<file path="config.mk">
export PLATFORM = sky130hd
export DESIGN_NAME = bist_exp_pipe
export DESIGN_NICKNAME = d
export VERILOG_FILES = /design/src/rtl/bist_checker_pkg.sv /design/src/rtl/bist_exp_pipe.sv
export SDC_FILE = /design/constraint.sdc
export NUM_CORES = 1
export LEC_CHECK = 0
export CORE_UTILIZATION = 25
export CTS_CLUSTER_DIAMETER = 100
export DETAILED_ROUTE_END_ITERATION = 8
export GPL_TIMING_DRIVEN = 1
export HOLD_SLACK_MARGIN = 0.05
export PLACE_DENSITY = 0.6
export SETUP_SLACK_MARGIN = 0.15
export SKIP_CTS_REPAIR_TIMING = 1
export SLEW_MARGIN = 40
export SYNTH_ARGS = -nofsm -noshare
export SYNTH_HDL_FRONTEND = slang
export SYNTH_SLANG_ARGS = --single-unit
</file>
<file path="constraint.sdc">
create_clock -name clk -period 1.3 [get_ports clk]
set_clock_uncertainty 0.15 [all_clocks]
set_input_delay 0.39 -clock clk [delete_from_list [all_inputs] [get_ports clk]]
set_output_delay 0.39 -clock clk [all_outputs]
set_load 0.1 [all_outputs]
</file>
<file path="src/rtl/bist_checker_pkg.sv">
// Shared types and constants for the BIST result checker.
package bist_checker_pkg;

    typedef enum logic [1:0] {IDLE, RUN, DRAIN, DONE} bist_checker_state_t;

    // DRAIN covers the issue register plus the SRAM read latency.
    localparam int DRAIN_EXTRA = 1;

    function automatic int drain_len(input int read_latency);
        return read_latency + DRAIN_EXTRA;
    endfunction

endpackage

</file>
<file path="src/rtl/bist_exp_pipe.sv">
// Expected-read delay line: carries {valid, check, addr} to the compare point.
module bist_exp_pipe
    import bist_checker_pkg::*;
#(
    parameter int DEPTH      = 2,
    parameter int DATA_WIDTH = 32,
    parameter int ADDR_WIDTH = 8
) (
    input  logic                  clk,
    input  logic                  rstb,
    input  logic                  push_vld,
    input  logic [DATA_WIDTH-1:0] push_check,
    input  logic [ADDR_WIDTH-1:0] push_addr,
    output logic                  tail_vld,
    output logic [DATA_WIDTH-1:0] tail_check,
    output logic [ADDR_WIDTH-1:0] tail_addr
);

    logic [DEPTH-1:0]                 vld_pipe;
    logic [DEPTH-1:0][DATA_WIDTH-1:0] check_pipe;
    logic [DEPTH-1:0][ADDR_WIDTH-1:0] addr_pipe;

    // Shifts every edge so the tail lines up with a fixed edge count.
    always_ff @(posedge clk or negedge rstb) begin
        if (!rstb) begin
            vld_pipe   <= '0;
            check_pipe <= '0;
            addr_pipe  <= '0;
        end else begin
            vld_pipe[0]   <= push_vld;
            check_pipe[0] <= push_check;
            addr_pipe[0]  <= push_addr;
            for (int i = 1; i < DEPTH; i++) begin
                vld_pipe[i]   <= vld_pipe[i-1];
                check_pipe[i] <= check_pipe[i-1];
                addr_pipe[i]  <= addr_pipe[i-1];
            end
        end
    end

    assign tail_vld   = vld_pipe[DEPTH-1];
    assign tail_check = check_pipe[DEPTH-1];
    assign tail_addr  = addr_pipe[DEPTH-1];

endmodule

</file>
=== Yosys cells after proc, flatten, opt, wreduce, memory -nomap -nowiden ===
Cells that the tools add are included.

* Register bits after elaboration: 82
* Word-level logic and storage cells: 5
* Bits of input ports: 43

=== Depth between registers and ports, before layout ===
Gate-level depths: netlist (run 1).

* Depth in word-level cells: 0
* Mapped depth: 1
* Depth with buffers taken out: 0

=== Worst setup path before layout (run 1) ===
Ideal clock, no wire load.

* Path type: reg2out
* Start: register vld_pipe[1]
* End: output tail_vld
* Buffers on the path: 0
* Path slack: -0.123 ns
* Data required time: 0.760 ns
* Data arrival time: 0.883 ns
* Cell stages (with the launch flop): 1
* Cell sequence: dfrtp_1

{| class="wikitable"
|+ RTL lines
! item !! line !! source
|-
| start: declaration || bist_exp_pipe.sv:19 || <nowiki>logic [DEPTH-1:0] vld_pipe;</nowiki>
|-
| start signal: indexed assignment || bist_exp_pipe.sv:34 || <nowiki>vld_pipe[i] <= vld_pipe[i-1];</nowiki>
|-
| end: declaration || bist_exp_pipe.sv:14 || <nowiki>output logic tail_vld,</nowiki>
|}

No word-level cell between the ends.

=== Final worst setup path (run 1) ===
* Start: register vld_pipe[1]
* End: output tail_vld

No word-level cell between the ends.

==> impl_metrics.env, run 1 <==
export IMPL_status="complete, but fails checks"
export IMPL_violations="setup timing"
export IMPL_finalHoldViolCount=0
export IMPL_core_area_um2=9200
export IMPL_utilization=0.399
export IMPL_setup_slack_ns=-0.224
export IMPL_multi_input_area_um2=0
export IMPL_yosysMostFrequentCell="dfrtp_1"
export IMPL_io_pins=84
export IMPL_die_x_um=99
export IMPL_min_period_over_period=1.17
export IMPL_max_freq_mhz=656
export IMPL_routedWlPerCell_um=11.7
export IMPL_diodes=0
export IMPL_cts_buffers=9
export IMPL_dieArea_um2=9800
export IMPL_ys_warn_count=0
export IMPL_cp_required_ns=0.76
export IMPL_insertion_delay_ns=0.34
export IMPL_yosys_top_cells_count="82 x dfrtp_1, 40 x buf_4"
export IMPL_grt_total_usage=0.0821
export IMPL_grt_pass1_vias=1166
export IMPL_finalSetupViolCount=41
export IMPL_synth_cell_type_count=2
export IMPL_rsz0062_at_grt="true"
export IMPL_synth_area_per_cell_um2=19.3
export IMPL_drt_wl_total_um=3470
export IMPL_ys_ff_latch=82
export IMPL_yosys_area_top_type="dfrtp_1"
export IMPL_p_per_area_nw_per_um2=1430
export IMPL_place_congestion=0.600
export IMPL_crit_arrival_ns=0.98
export IMPL_start_util=0.256
export IMPL_yosys_top_cells_area="dfrtp_1 87%, buf_4 13%"
export IMPL_hp_class="flop to flop"
export IMPL_overflow=0
export IMPL_tightest_slew_ns=0.161
export IMPL_cp_max_fo=1
export IMPL_postSynthCellCount=122
export IMPL_num_rows=35
export IMPL_synth_async_sr_flop_share=1.00
export IMPL_clock_sinks=82
export IMPL_die_h_um=99
export IMPL_drcViolationCount=0
export IMPL_place_ws_ns=0.125
export IMPL_clockBufferDepth=2
export IMPL_cts_clk_slew_worst_paths_ns=0.08
export IMPL_min_period_ns=1.52
export IMPL_slowest_stage="dfrtp_4"
export IMPL_relSlewSlack=0.893
export IMPL_area_growth_pct=55.9
export IMPL_postRouteAntennaNets=0
export IMPL_synth_edf_count=0
export IMPL_drtIter0Drc=23
export IMPL_antenna_found_initial=0
export IMPL_end_kind="output pin"
export IMPL_first_pass_iters=2
export IMPL_fin_nets=223
export IMPL_cp_buffers_inverters=1
export IMPL_timing_final_max_slew_violations=0
export IMPL_nMultiInputCombCells=0
export IMPL_synth_ff_type="dfrtp_1"
export IMPL_grt_start_max_net_pins=30
export IMPL_crit_family="flip-flops"
export IMPL_vias_per_cell=3.44
export IMPL_cp_start_kind="flop"
export IMPL_cts_root_buf="clkbuf_8"
export IMPL_leakagePower_nw=1.62
export IMPL_path_class="flop to output pin"
export IMPL_vias=1017
export IMPL_cap_violations=0
export IMPL_grt_first_pass_wirelength_um=5780
export IMPL_irDropWorstVdd_uv=440
export IMPL_syn_num_nets=165
export IMPL_cts_tree="yes"
export IMPL_netlist_area_um2=2350
export IMPL_synth_top_area_frac=0.872
export IMPL_port_buffers=83
export IMPL_cp_cell_sequence="buf_12"
export IMPL_cts_htree_levels=3
export IMPL_drive_gt1_frac=0.324
export IMPL_max_stage_delay_ns=0.48
export IMPL_yosysSeqAreaShare=0.872
flip-flops by register name (all words and copies together), names as in the netlist:
| register | flops |
|---|---|
| tail_check | 32 |
| vld_pipe | 2 |
| check_pipe | 32 |
| addr_pipe | 8 |
| tail_addr | 8 |
layout make-up:
cell class              count  area [um2]
clock buffers              11         131
clock inverters             5        31.3
fillers                   855        5530
flip-flops and latches     82        2060
well taps                 111         139
repair buffers             87        1310
logic make-up after synthesis:
kind of cell | synth area share
buffers and inverters | 0.128
flip-flops | 0.872
metal layers:
metal	vias up	wire, um	track usage
met5	-	0	0
met4	0	95	0.0586
met3	10	361	0.0475
met2	50	1730	0.121
met1	512	1290	0.0880
li1	445	-	-
power breakdown:
group / leakage [nW] / switching [W] / internal [W]
clock network: 0.0831 / 0.000841 / 0.000688
registers: 0.955 / 0.0000699 / 0.00268
logic: 0.583 / 0.000584 / 0.000378
total: 1.62 / 0.00149 / 0.00375
stage by stage:
| stage | instances | total power [W] | hold slack, ns | TNS, ns | area [um2] |
|---|---|---|---|---|---|
| 2_1_floorplan | 122 | 0.00334 | -0.0556 | 0 | 2360 |
| 3_3_place_gp | 279 | 0.00376 | 0.0792 | 0 | 3490 |
| 3_5_place_dp | 279 | 0.00378 | 0.0801 | 0 | 3490 |
| 4_1_cts | 295 | 0.00533 | -0.305 | -7.39 | 3660 |
| 5_1_grt | 296 | 0.00549 | 0.197 | -8.08 | 3670 |
| 6_report | 296 | 0.00524 | 0.195 | -6.23 | 3670 |
path summary, 6_finish.rpt:
| path | start | end | slack, ns | depth (start not counted) |
|---|---|---|---|---|
| setup / recovery | vld_pipe[1] | tail_vld | -0.22 | 1 |
| hold / removal | check_pipe[14] | tail_check[14] | 0.19 | 0 |
| setup reg to reg | vld_pipe[0] | vld_pipe[1] | 0.64 | 0 |
| hold reg to reg | check_pipe[14] | tail_check[14] | 0.19 | 0 |
| max in group asynchronous | rstb | vld_pipe[1] | 0.33 | 3 |
| min in group asynchronous | rstb | tail_check[4] | 0.27 | 2 |
layout by cell type, fill, tap and decap left out, drive strengths merged:
| cell type | count |
|---|---|
| clkdlybuf4s50 | 41 |
| clkinvlp | 1 |
| buf | 45 |
| dlygate4sd3 | 1 |
| clkinv | 4 |
| clkbuf | 11 |
| dfrtp | 82 |
No activity file was read; power rests on OpenSTA's default activity.
==> run 2: changes to the inputs <==
==> constraint.sdc (replaced) <==
create_clock -name clk -period 1.3 [get_ports clk]
set_clock_uncertainty 0.15 [all_clocks]
set_input_delay 0.39 -clock clk [delete_from_list [all_inputs] [get_ports clk]]
set_output_delay 0.39 -clock clk [all_outputs]
set_load 0.05 [all_outputs]
==> impl_metrics.env, run 2 (synthesized netlist as in run 1, its figures left out) <==
export IMPL_slowest_stage="dfrtp_1"
export IMPL_drt_wl_total_um=3540
export IMPL_place_area_um2=3470
export IMPL_irDropWorstVdd_uv=682
export IMPL_io_pins=84
export IMPL_cp_cell_sequence="buf_12"
export IMPL_grt_start_max_net_pins=47
export IMPL_cts_tree="yes"
export IMPL_grt_first_pass_wirelength_um=5900
export IMPL_num_rows=35
export IMPL_rr_worst_depth=0
export IMPL_insertion_delay_ns=0.33
export IMPL_nMultiInputCombCells=0
export IMPL_diodes=0
export IMPL_drcViolationCount=0
export IMPL_utilization=0.401
export IMPL_timing_hold_ws_ns=0.189
export IMPL_timing_final_max_slew_violations=0
export IMPL_clockBufferDepth=2
export IMPL_cts_clk_slew_worst_paths_ns=0.08
export IMPL_dieArea_um2=9800
export IMPL_status="complete, but fails checks"
export IMPL_area_growth_pct=56.9
export IMPL_hp_class="flop to flop"
export IMPL_r2r_setup_slack_ns=0.63
export IMPL_place_congestion=0.591
export IMPL_clock_sinks=82
export IMPL_finalHoldViolCount=0
export IMPL_grt_pass1_vias=1158
export IMPL_postRouteAntennaNets=0
export IMPL_cp_buffers_inverters=1
export IMPL_cts_htree_levels=3
export IMPL_start_util=0.256
export IMPL_antenna_found_initial=0
export IMPL_rr_startpoint="check_pipe[1]"
export IMPL_max_freq_mhz=690
export IMPL_cts_root_buf="clkbuf_8"
export IMPL_finalInstanceArea_um2=3690
export IMPL_drive_gt1_frac=0.310
export IMPL_cp_max_fo=1
export IMPL_crit_arrival_ns=0.91
export IMPL_min_to="tail_addr[3]"
export IMPL_vias=1028
export IMPL_hp_start="addr_pipe[3]"
export IMPL_grt_total_usage=0.0845
export IMPL_leakagePower_nw=1.63
export IMPL_fin_nets=222
export IMPL_routedWlPerCell_um=12.0
export IMPL_rsz0062_at_grt="true"
export IMPL_end_kind="output pin"
export IMPL_relSlewSlack=0.837
export IMPL_place_ws_ns=0.207
export IMPL_final_cell_mix="82 x dfrtp_1, 43 x buf_12, 41 x clkdlybuf4s50_1"
export IMPL_path_class="flop to output pin"
export IMPL_p_per_area_nw_per_um2=1460
export IMPL_violations="setup timing"
export IMPL_drtIter0Drc=24
export IMPL_timing_rr_end="tail_check[1]"
export IMPL_cap_violations=0
export IMPL_cp_required_ns=0.76
export IMPL_core_area_um2=9200
export IMPL_die_x_um=99
export IMPL_vias_per_cell=3.48
export IMPL_min_period_over_period=1.11
export IMPL_whs_path_depth=0
export IMPL_multi_input_area_um2=0
export IMPL_port_buffers=83
export IMPL_final_common_cell="dfrtp_1"
export IMPL_setup_slack_ns=-0.149
export IMPL_first_pass_iters=3
export IMPL_crit_family="flip-flops"
export IMPL_overflow=0
export IMPL_finalSetupViolCount=41
export IMPL_max_stage_delay_ns=0.41
export IMPL_cts_buffers=9
export IMPL_die_h_um=99
export IMPL_tightest_slew_ns=0.245
export IMPL_cp_start_kind="flop"
export IMPL_min_period_ns=1.45
==> run 2: cell count changes in the layout (fill, tap and decap cells not counted) <==
cell       previous run  this run
dfrtp_1              81        82
clkinv_2              3         0
clkbuf_1              2         3
buf_12               44        43
bufinv_16             0         2
dfrtp_4               1         0
==> run 2: final cells by class <==
cell class	count	area, um2
fillers	861	5510
flip-flops and latches	82	2050
repair buffers	86	1290
clock inverters	4	76.3
clock buffers	12	135
well taps	111	139
==> run 2: worst max-delay path by stage <==
stage / from / endpoint / cells past startpoint
floorplan: vld_pipe[1] / tail_vld / 0
global placement: push_check[1] / check_pipe[1] / 1
detailed placement: push_check[1] / check_pipe[1] / 1
CTS: tail_check[17] / tail_check[17] / 1
global route: tail_addr[2] / tail_addr[2] / 1
finish: tail_addr[0] / tail_addr[0] / 1
==> run 2: metrics by stage <==
stage               setup TNS (ns)  std cells  power, W
detailed placement               0        278   0.00351
finish                       -5.56        295   0.00539
global route                 -7.67        295   0.00565
floorplan                        0        122   0.00309
global placement                 0        278   0.00350
CTS                          -6.70        294   0.00549
==> run 2: metal layers <==
| layer | GRT usage | share of wire | up-vias | wire (um) |
|---|---|---|---|---|
| met5 | 0 | 0 | - | 0 |
| met4 | 0.0517 | 0.025 | 0 | 88 |
| met3 | 0.0482 | 0.093 | 9 | 331 |
| met2 | 0.124 | 0.50 | 54 | 1760 |
| met1 | 0.0948 | 0.38 | 522 | 1360 |
| li1 | - | - | 443 | - |
==> run 2: report_power, final <==
part	total (W)	internal, W	switching (W)	leakage, nW
clock	0.00194	0.00109	0.000853	0.101
sequential	0.00275	0.00268	0.0000706	0.955
combinational	0.000696	0.000369	0.000328	0.573
total	0.00539	0.00413	0.00125	1.63
==> run 3: changes to the inputs <==
--- a/config.mk
+++ b/config.mk
@@ -11,7 +11,7 @@
 export GPL_TIMING_DRIVEN = 1
 export HOLD_SLACK_MARGIN = 0.05
 export PLACE_DENSITY = 0.6
-export SETUP_SLACK_MARGIN = 0.15
+export SETUP_SLACK_MARGIN = 0.3
 export SKIP_CTS_REPAIR_TIMING = 1
 export SLEW_MARGIN = 40
 export SYNTH_ARGS = -nofsm -noshare
==> impl_metrics.env, run 3 (synthesized netlist as in run 1, its figures left out) <==
export IMPL_status="complete, but fails checks"
export IMPL_violations="hold timing, setup timing"
export IMPL_drtIter0Drc=17
export IMPL_vias=1024
export IMPL_port_buffers=83
export IMPL_grt_start_max_net_pins=39
export IMPL_fin_nets=222
export IMPL_slowest_stage="dfrtp_1"
export IMPL_final_common_cell="dfrtp_1"
export IMPL_crit_family="flip-flops"
export IMPL_vias_per_cell=3.49
export IMPL_drt_wl_total_um=3400
export IMPL_rsz0062_at_grt="true"
export IMPL_cts_clk_slew_worst_paths_ns=0.08
export IMPL_p_per_area_nw_per_um2=1400
export IMPL_nMultiInputCombCells=0
export IMPL_pwr_share_comb=0.135
export IMPL_cts_htree_levels=3
export IMPL_finalSetupViolCount=41
export IMPL_finalHoldViolCount=82
export IMPL_p_switching_w=0.00119
export IMPL_grt_first_pass_wirelength_um=5690
export IMPL_start_util=0.256
export IMPL_hp_class="primary input to async pin"
export IMPL_fillers=860
export IMPL_die_h_um=99
export IMPL_postRouteAntennaNets=0
export IMPL_grt_pass1_vias=1161
export IMPL_overflow=0
export IMPL_leakagePower_nw=1.62
export IMPL_final_cell_mix="81 x dfrtp_1, 42 x buf_12, 41 x clkdlybuf4s50_1"
export IMPL_setup_slack_ns=-0.145
export IMPL_internal_power_w=0.00390
export IMPL_finalPower_w=0.00509
export IMPL_min_period_ns=1.44
export IMPL_route_met2_wl_um=1650
export IMPL_first_pass_iters=3
export IMPL_max_freq_mhz=692
export IMPL_tightest_slew_ns=0.341
export IMPL_cap_violations=0
export IMPL_end_kind="output pin"
export IMPL_wl_met3_um=362
export IMPL_drcViolationCount=0
export IMPL_cts_buffers=9
export IMPL_timing_hold_ws_ns=-0.142
export IMPL_clock_sinks=82
export IMPL_io_pins=84
export IMPL_timing_final_max_slew_violations=0
export IMPL_highest_layer="met5"
export IMPL_cp_max_fo=1
export IMPL_routedWlPerCell_um=11.6
export IMPL_die_x_um=99
export IMPL_num_rows=35
export IMPL_wl_met1_um=1270
export IMPL_utilization=0.396
export IMPL_cp_start_kind="flop"
export IMPL_antenna_found_initial=2
export IMPL_insertion_delay_ns=0.33
export IMPL_min_period_over_period=1.11
export IMPL_power_frac_clock=0.325
export IMPL_cts_tree="yes"
export IMPL_crit_arrival_ns=0.90
export IMPL_path_class="flop to output pin"
export IMPL_cp_required_ns=0.76
export IMPL_relSlewSlack=0.772
export IMPL_cp_buffers_inverters=1
export IMPL_irDropWorstVdd_uv=518
export IMPL_multi_input_area_um2=0
export IMPL_cp_cell_sequence="buf_12"
export IMPL_p_seq_frac=0.540
export IMPL_grt_total_usage=0.0818
export IMPL_cts_root_buf="clkbuf_8"
export IMPL_dp_hpwl_um=2530
export IMPL_core_area_um2=9200
export IMPL_drive_gt1_frac=0.324
export IMPL_clockBufferDepth=2
export IMPL_r2r_setup_slack_ns=0.67
export IMPL_diodes=0
export IMPL_dieArea_um2=9800
export IMPL_place_congestion=0.585
export IMPL_area_growth_pct=54.7
export IMPL_max_stage_delay_ns=0.41
export IMPL_netSwitchingFraction=0.234
-- run 3: power groups by stage --
| stage | logic [W] | clock network (W) | registers, W |
|---|---|---|---|
| after floorplan | 0.000371 | 0 | 0.00277 |
| after global placement | 0.000696 | 0 | 0.00280 |
| after detailed placement | 0.000700 | 0 | 0.00280 |
| after CTS | 0.000701 | 0.00175 | 0.00275 |
| after global routing | 0.000721 | 0.00186 | 0.00276 |
| final | 0.000690 | 0.00165 | 0.00275 |
-- run 3: cell type report --
class / count / area (um2) / area share
timing repair buffer: 86 / 1270 / 0.350
clock inverter: 4 / 45.0 / 0.0124
clock buffer: 10 / 128 / 0.0351
tap: 111 / 139 / 0.0382
sequential: 82 / 2050 / 0.564
-- run 3: layer usage --
layer  vias up  track usage
met5         -            0
met4         4       0.0482
met3        14       0.0553
met2        53        0.123
met1       510       0.0843
li1        443            -
-- run 3: worst paths after layout --
path                                startpoint             end  depth (start not counted)
worst min-delay path                      rstb   check_pipe[4]                          2
worst max register to register   check_pipe[9]   tail_check[9]                          0
worst min register to register  check_pipe[11]  tail_check[11]                          0
max in group asynchronous                 rstb    addr_pipe[5]                          2
worst max-delay path            tail_check[17]  tail_check[17]                          1
min in group clk                check_pipe[11]  tail_check[11]                          0
-- run 3: stage by stage --
stage / setup TNS, ns / hold slack [ns] / worst slack (ns) / cell area (um2) / cells
after floorplan: 0 / -0.0556 / 0.264 / 2500 / 122
after global placement: 0 / 0.181 / 0.214 / 3470 / 279
after detailed placement: 0 / 0.185 / 0.212 / 3470 / 279
after CTS: -6.50 / -0.152 / -0.178 / 3640 / 293
after global routing: -7.18 / -0.150 / -0.191 / 3640 / 293
final: -5.22 / -0.142 / -0.145 / 3640 / 293
